<file path="src/rtl/lcd_avalon_slave.sv">
// Avalon-MM slave that turns single-byte writes into HD44780 bus cycles (setup, enable pulse, hold, execution wait).
// Optional power-on init sequence is compiled in with `define LCD_INIT_EN.
module lcd_avalon_slave #(
  parameter int TAS_CYC   = 3,
  parameter int EN_CYC    = 16,
  parameter int TH_CYC    = 2,
  parameter int EXEC_CYC  = 2500,
  parameter int CLEAR_CYC = 82000
) (
  input  logic       clk,
  input  logic       reset_n,
  input  logic       address,
  input  logic       chipselect,
  input  logic       byteenable,
  input  logic       read,
  input  logic       write,
  input  logic [7:0] writedata,
  output logic [7:0] readdata,
  output logic       waitrequest,
  output logic [1:0] response,
  output logic [7:0] LCD_DATA,
  output logic       LCD_RS,
  output logic       LCD_RW,
  output logic       LCD_EN,
  output logic       LCD_ON,
  output logic       LCD_BLON
);

  localparam int CW = 20;
  localparam logic [1:0] RESP_OKAY   = 2'b00;
  localparam logic [1:0] RESP_SLVERR = 2'b10;

  // Every timed state loads (length - 1) and leaves when the counter reaches zero.
  localparam logic [CW-1:0] TAS_LOAD   = CW'(TAS_CYC - 1);
  localparam logic [CW-1:0] EN_LOAD    = CW'(EN_CYC - 1);
  localparam logic [CW-1:0] TH_LOAD    = CW'(TH_CYC - 1);
  localparam logic [CW-1:0] EXEC_LOAD  = CW'(EXEC_CYC - 1);
  localparam logic [CW-1:0] CLEAR_LOAD = CW'(CLEAR_CYC - 1);

  typedef enum logic [2:0] {
    INIT  = 3'd0,
    IDLE  = 3'd1,
    SETUP = 3'd2,
    PULSE = 3'd3,
    HOLD  = 3'd4,
    EXEC  = 3'd5,
    DONE  = 3'd6
  } state_t;

`ifdef LCD_INIT_EN
  localparam state_t RESET_STATE = INIT;
  // The first INIT cycle arms the counter, so load two less than the full wait.
  localparam logic [CW-1:0] INIT_LOAD = CW'(750000 - 2);

  logic       init_mode;
  logic       init_armed;
  logic [2:0] init_idx;

  function automatic logic [7:0] init_byte(input logic [2:0] idx);
    case (idx)
      3'd0, 3'd1, 3'd2: init_byte = 8'h38;
      3'd3:             init_byte = 8'h0C;
      3'd4:             init_byte = 8'h06;
      default:          init_byte = 8'h01;
    endcase
  endfunction
`else
  localparam state_t RESET_STATE = IDLE;
`endif

  state_t        state;
  logic [CW-1:0] cnt;
  logic [7:0]    last_instr;
  logic [7:0]    last_data;

  logic          req_write;
  logic          req_read;
  logic          req_bad;
  logic          is_clear;
  logic [CW-1:0] exec_load;

  assign LCD_RW   = 1'b0;
  assign LCD_ON   = 1'b1;
  assign LCD_BLON = 1'b1;

  assign req_write = chipselect & write & ~read & byteenable;
  assign req_read  = chipselect & read & ~write;
  assign req_bad   = chipselect & write & (read | ~byteenable);

  // Clear display and return home need the long execution wait.
  assign is_clear  = ~LCD_RS & ((LCD_DATA == 8'h01) | (LCD_DATA == 8'h02));
  assign exec_load = is_clear ? CLEAR_LOAD : EXEC_LOAD;

  always_ff @(posedge clk or negedge reset_n) begin
    if (!reset_n) begin
      state       <= RESET_STATE;
      cnt         <= '0;
      LCD_EN      <= 1'b0;
      LCD_RS      <= 1'b0;
      LCD_DATA    <= 8'h00;
      waitrequest <= 1'b1;
      response    <= RESP_OKAY;
      readdata    <= 8'h00;
      last_instr  <= 8'h00;
      last_data   <= 8'h00;
`ifdef LCD_INIT_EN
      init_mode   <= 1'b0;
      init_armed  <= 1'b0;
      init_idx    <= 3'd0;
`endif
    end else begin
      case (state)
        INIT: begin
`ifdef LCD_INIT_EN
          if (!init_armed) begin
            cnt        <= INIT_LOAD;
            init_armed <= 1'b1;
          end else if (cnt == '0) begin
            LCD_RS    <= 1'b0;
            LCD_DATA  <= init_byte(3'd0);
            init_idx  <= 3'd0;
            init_mode <= 1'b1;
            cnt       <= TAS_LOAD;
            state     <= SETUP;
          end else begin
            cnt <= cnt - 1'b1;
          end
`else
          state <= IDLE;
`endif
        end

        IDLE: begin
          if (req_write) begin
            LCD_RS   <= address;
            LCD_DATA <= writedata;
            if (address) last_data  <= writedata;
            else         last_instr <= writedata;
            cnt      <= TAS_LOAD;
            state    <= SETUP;
          end else if (req_read) begin
            readdata    <= address ? last_data : last_instr;
            response    <= RESP_OKAY;
            waitrequest <= 1'b0;
            state       <= DONE;
          end else if (req_bad) begin
            response    <= RESP_SLVERR;
            waitrequest <= 1'b0;
            state       <= DONE;
          end
        end

        SETUP: begin
          if (cnt == '0) begin
            LCD_EN <= 1'b1;
            cnt    <= EN_LOAD;
            state  <= PULSE;
          end else begin
            cnt <= cnt - 1'b1;
          end
        end

        PULSE: begin
          if (cnt == '0) begin
            LCD_EN <= 1'b0;
            cnt    <= TH_LOAD;
            state  <= HOLD;
          end else begin
            cnt <= cnt - 1'b1;
          end
        end

        HOLD: begin
          if (cnt == '0) begin
            cnt   <= exec_load;
            state <= EXEC;
          end else begin
            cnt <= cnt - 1'b1;
          end
        end

        EXEC: begin
          if (cnt == '0) begin
`ifdef LCD_INIT_EN
            if (init_mode) begin
              // Init commands chain straight into the next one; no Avalon completion.
              if (init_idx == 3'd5) begin
                init_mode <= 1'b0;
                state     <= IDLE;
              end else begin
                init_idx <= init_idx + 3'd1;
                LCD_DATA <= init_byte(init_idx + 3'd1);
                cnt      <= TAS_LOAD;
                state    <= SETUP;
              end
            end else begin
              response    <= RESP_OKAY;
              waitrequest <= 1'b0;
              state       <= DONE;
            end
`else
            response    <= RESP_OKAY;
            waitrequest <= 1'b0;
            state       <= DONE;
`endif
          end else begin
            cnt <= cnt - 1'b1;
          end
        end

        DONE: begin
          // Any request still present here is ignored until the next IDLE cycle.
          waitrequest <= 1'b1;
          response    <= RESP_OKAY;
          readdata    <= 8'h00;
          state       <= IDLE;
        end

        default: begin
          waitrequest <= 1'b1;
          state       <= IDLE;
        end
      endcase
    end
  end

endmodule

</file>
<file path="config.mk">
export PLATFORM = sky130hd
export DESIGN_NAME = lcd_avalon_slave
export DESIGN_NICKNAME = d
export VERILOG_FILES = /design/src/rtl/lcd_avalon_slave.sv
export SDC_FILE = /design/constraint.sdc
export NUM_CORES = 1
export LEC_CHECK = 0
export ABC_AREA = 1
export BUFFER_PORTS_ARGS = -buffer_cell sky130_fd_sc_hd__buf_2
export CORE_UTILIZATION = 38
export DETAILED_ROUTE_END_ITERATION = 6
export SYNTH_ARGS = -nofsm -noshare
export SYNTH_HDL_FRONTEND = slang
export SYNTH_SLANG_ARGS = --single-unit
</file>
<file path="constraint.sdc">
create_clock -name clk -period 2.1 [get_ports clk]
set_input_delay 0 -clock clk [delete_from_list [all_inputs] [get_ports clk]]
set_output_delay 0 -clock clk [all_outputs]
set_load 0.02 [all_outputs]
</file>
==> flow_metrics.py <==
metrics = {
    "run_status": {
        "status": "complete, but fails checks",
        "violations": "design-rule violations",
    },
    "logic_synthesis": {
        "muxShareOfSynthArea_pct": 0.966,
        "yosysWarnings": 0,
        "synth-simple-area-share_pct": 33.1,
        "yosysSeqAreaShare_pct": 42.3,
        "synth_area_sq_um": 3500,
        "synth_top_family_by_area": "simple AND/OR/NAND/NOR gates",
        "synth_cells": 468,
        "synth_edf_count": 0,
        "synth_compound_area_share_pct": 11.1,
        "synth-xor-area-share_pct": 1.50,
        "synthAdderAreaFrac_pct": 0.716,
        "synth_flop_cell": "dfrtp_1",
        "avgSynthCellArea_sq_um": 7.47,
        "synthDistinctLibCells": 40,
        "ys_async_sr_fraction_pct": 100,
        "ys_ff_latch": 59,
    },
    "clock_network": {
        "clkTransAtPathRegs_ns": 0.07,
        "clk_latency_ns": 0.34,
        "cts_resized": 0,
        "cts-root-buf": "clkbuf_8",
        "cts_tree": "yes",
        "htree_num_levels": 3,
        "hold_buffers": 9,
        "numCtsBuffers": 9,
        "cts.sinks": 59,
        "clockBufferDepth": 2,
        "post-cts-setup-buffers": 0,
    },
    "pwr": {
        "p_comb_share_pct": 4.2,
        "switching_share_pct": 23.5,
        "clkPwrFrac_pct": 46.7,
        "powerDensity_nw_per_um2": 576,
        "power.total_uw": 2340,
        "intPower_uw": 1790,
        "power_frac_seq_pct": 49.1,
        "p_sw_uw": 551,
        "ir_worst_vdd_mv": 0.323,
        "p_leak_uw": 0.00216,
    },
    "cells_and_area": {
        "final_common_cell": "nand2_1",
        "post-route-cell-area_sq_um": 4070,
        "layout_common_cells": "nand2_1 (129), inv_1 (63), dfrtp_1 (57)",
        "diodes": 0,
        "drive_gt1_share_pct": 18.9,
        "final_nets": 536,
        "area.growth.synth_to_final_pct": 16.3,
    },
    "flow_run": {
        "cap_violations": 0,
    },
    "critical_path": {
        "crit_start": "cnt[0]$_DFFE_PN0P_",
        "cp-end-kind": "register",
        "crit_chain": "inv_1 -> ha_1 -> nand3_1 -> nor2_2 -> nand3_2 -> nand2_2 -> nand3_4 -> nor2_4 -> nor2_1",
        "slowest_delay_ns": 0.37,
        "cp.buffers_inverters": 1,
        "critPathTopFamily": "simple AND/OR/NAND/NOR gates",
        "crit_slowest_cell": "dfrtp_1",
        "critPathMaxFanout": 8,
        "required_ns": 2.32,
        "start_kind": "register",
        "path_class": "reg2reg",
        "arrival_ns": 2.11,
        "r2r-start": "cnt[0]$_DFFE_PN0P_",
    },
    "die": {
        "fp.dieArea_sq_um": 9590,
        "core_sq_um": 8810,
        "die_h_microns": 97.9,
        "io_pins": 39,
        "initial_utilization_pct": 39.7,
        "rows": 34,
        "dieWidth_microns": 97.9,
    },
    "detailed_routing": {
        "vias_per_cell": 4.99,
        "drc": 5,
        "wl_per_cell_microns": 13.5,
        "vias": 3156,
        "ant_nets": 0,
        "dr.pass1.iters": 7,
        "routed_wl_mm": 8.50,
        "drt_iter0_markers": 176,
    },
    "sta": {
        "setup_ws_ns": 0.202,
        "rsz0062_at_grt": "false",
        "setup_viol": 0,
        "fin_tns_setup_ns": 0,
        "finalCritPeriodShare_pct": 90.4,
        "hold_viol": 0,
        "fmax_mhz": 527,
        "fin_skew_ns": 0.0107,
        "drv_slew": 0,
        "worst_pin_slew_ns": 0.772,
        "period_needed_ns": 1.90,
        "max-slew-margin-rel_pct": 48.5,
    },
    "grt": {
        "grt_max_degree": 34,
        "grt_use_met3_pct": 4.01,
        "grt.busiest_layer": "met2",
        "grt.met1_usage_pct": 24.9,
        "antenna_found_initial": 0,
        "grt_pass1_wl_mm": 14.5,
        "use_met2_pct": 31.4,
        "grt_overflow": 0,
        "first_global_vias": 3088,
        "grtUsageTotal_pct": 18.9,
    },
    "min_path": {
        "hold_path.class": "in2reg",
        "min_from": "address",
    },
    "placement": {
        "io_buffers": 34,
        "detailedPlace.worstSlack_ns": 0.198,
        "dpl_cell_area_sq_um": 3770,
        "gp_congestion": 0.930,
        "hpwl_mm": 6.32,
    },
}
==> kinds of logic (layout without fill, tap and decap cells) <==
logic type      Yosys count  count (layout)
mux                       3               3
flops                    59              59
compound gates           66              66
fa+ha+maj                 2               2
buf+inv                  82             136
simple gates            248             248
other cells               2               4
xor+xnor                  6               6
==> worst reg2reg max path, stage by stage (launching register included) <==
cell and delay, ns:
dfrtp_1 0.37, inv_1 0.16, ha_1 0.23, nand3_1 0.10
nor2_2 0.17, nand3_2 0.17, nand2_2 0.17, nand3_4 0.16
nor2_4 0.19, nor2_1 0.07
==> worst paths after layout <==
| path | endpoint | slack, ns | cells after the start |
|---|---|---|---|
| worst min-delay path | readdata[7]$_DFFE_PN0P_ | 0.08 | 3 |
| worst max register to register | cnt[4]$_DFFE_PN0P_ | 0.20 | 9 |
| worst min register to register | waitrequest$_DFFE_PN1P_ | 0.48 | 2 |
| max in group asynchronous | last_data[5]$_DFFE_PN0P_ | 1.09 | 3 |
| min in group asynchronous | cnt[18]$_DFFE_PN0P_ | 0.28 | 2 |
| worst max-delay path | cnt[4]$_DFFE_PN0P_ | 0.20 | 9 |
==> area by class of cell <==
class	instances	area, sq um
Clock buffer	12	155
Clock inverter	4	50.0
Fill cell	861	4740
Inverter	72	277
Multi-Input combinational cell	329	1670
Sequential cell	59	1480
Tap cell	108	135
Timing Repair Buffer	48	298
==> flip-flops by register name, indices dropped and copies added (netlist names) <==
signal,cells
last_instr,8
LCD_RS,1
readdata,8
LCD_DATA,8
cnt,20
last_data,8
waitrequest,1
state,3
response,1
LCD_EN,1
==> Yosys cell counts, types with 5 or more instances <==
cell / count / share of area (%)
nand2_2: 9 / 1.6
nand4_1: 7 / 1.3
buf_4: 6 / 1.3
o2111ai_1: 8 / 2.0
inv_2: 7 / 0.75
inv_1: 63 / 6.8
nor2_2: 5 / 0.89
dfrtp_1: 57 / 41
a21oi_1: 5 / 0.72
nand3_1: 28 / 4.0
o21ai_1: 6 / 0.86
nor2_1: 47 / 5.0
or2_2: 5 / 0.89
nand2_1: 129 / 14
o21ai_0: 39 / 5.6
==> metal layers <==
layer | wire [microns] | share of wire [%]
met4 | 79 | 0.93
met2 | 4010 | 47
met1 | 4090 | 48
met3 | 324 | 3.8
met5 | 0 | 0
==> through the flow <==
stage | hold WS (ns) | instances | util (%)
after detailed placement | 0.131 | 607 | 42.8
after global placement | 0.125 | 607 | 42.8
after global routing | 0.127 | 632 | 46.2
after CTS | 0.0763 | 632 | 46.2
final | 0.0816 | 632 | 46.2
after floorplan | -0.296 | 470 | -
==> power groups by stage <==
stage                     Clock [uW]  Sequential [uW]  Combinational [uW]
after floorplan                    0             1170                32.4
after global placement             0             1170                87.1
after detailed placement           0             1170                88.1
after CTS                       1120             1150                 101
after global routing            1170             1150                 112
final                           1090             1150                98.2
Power figures use the tool's default switching activity.
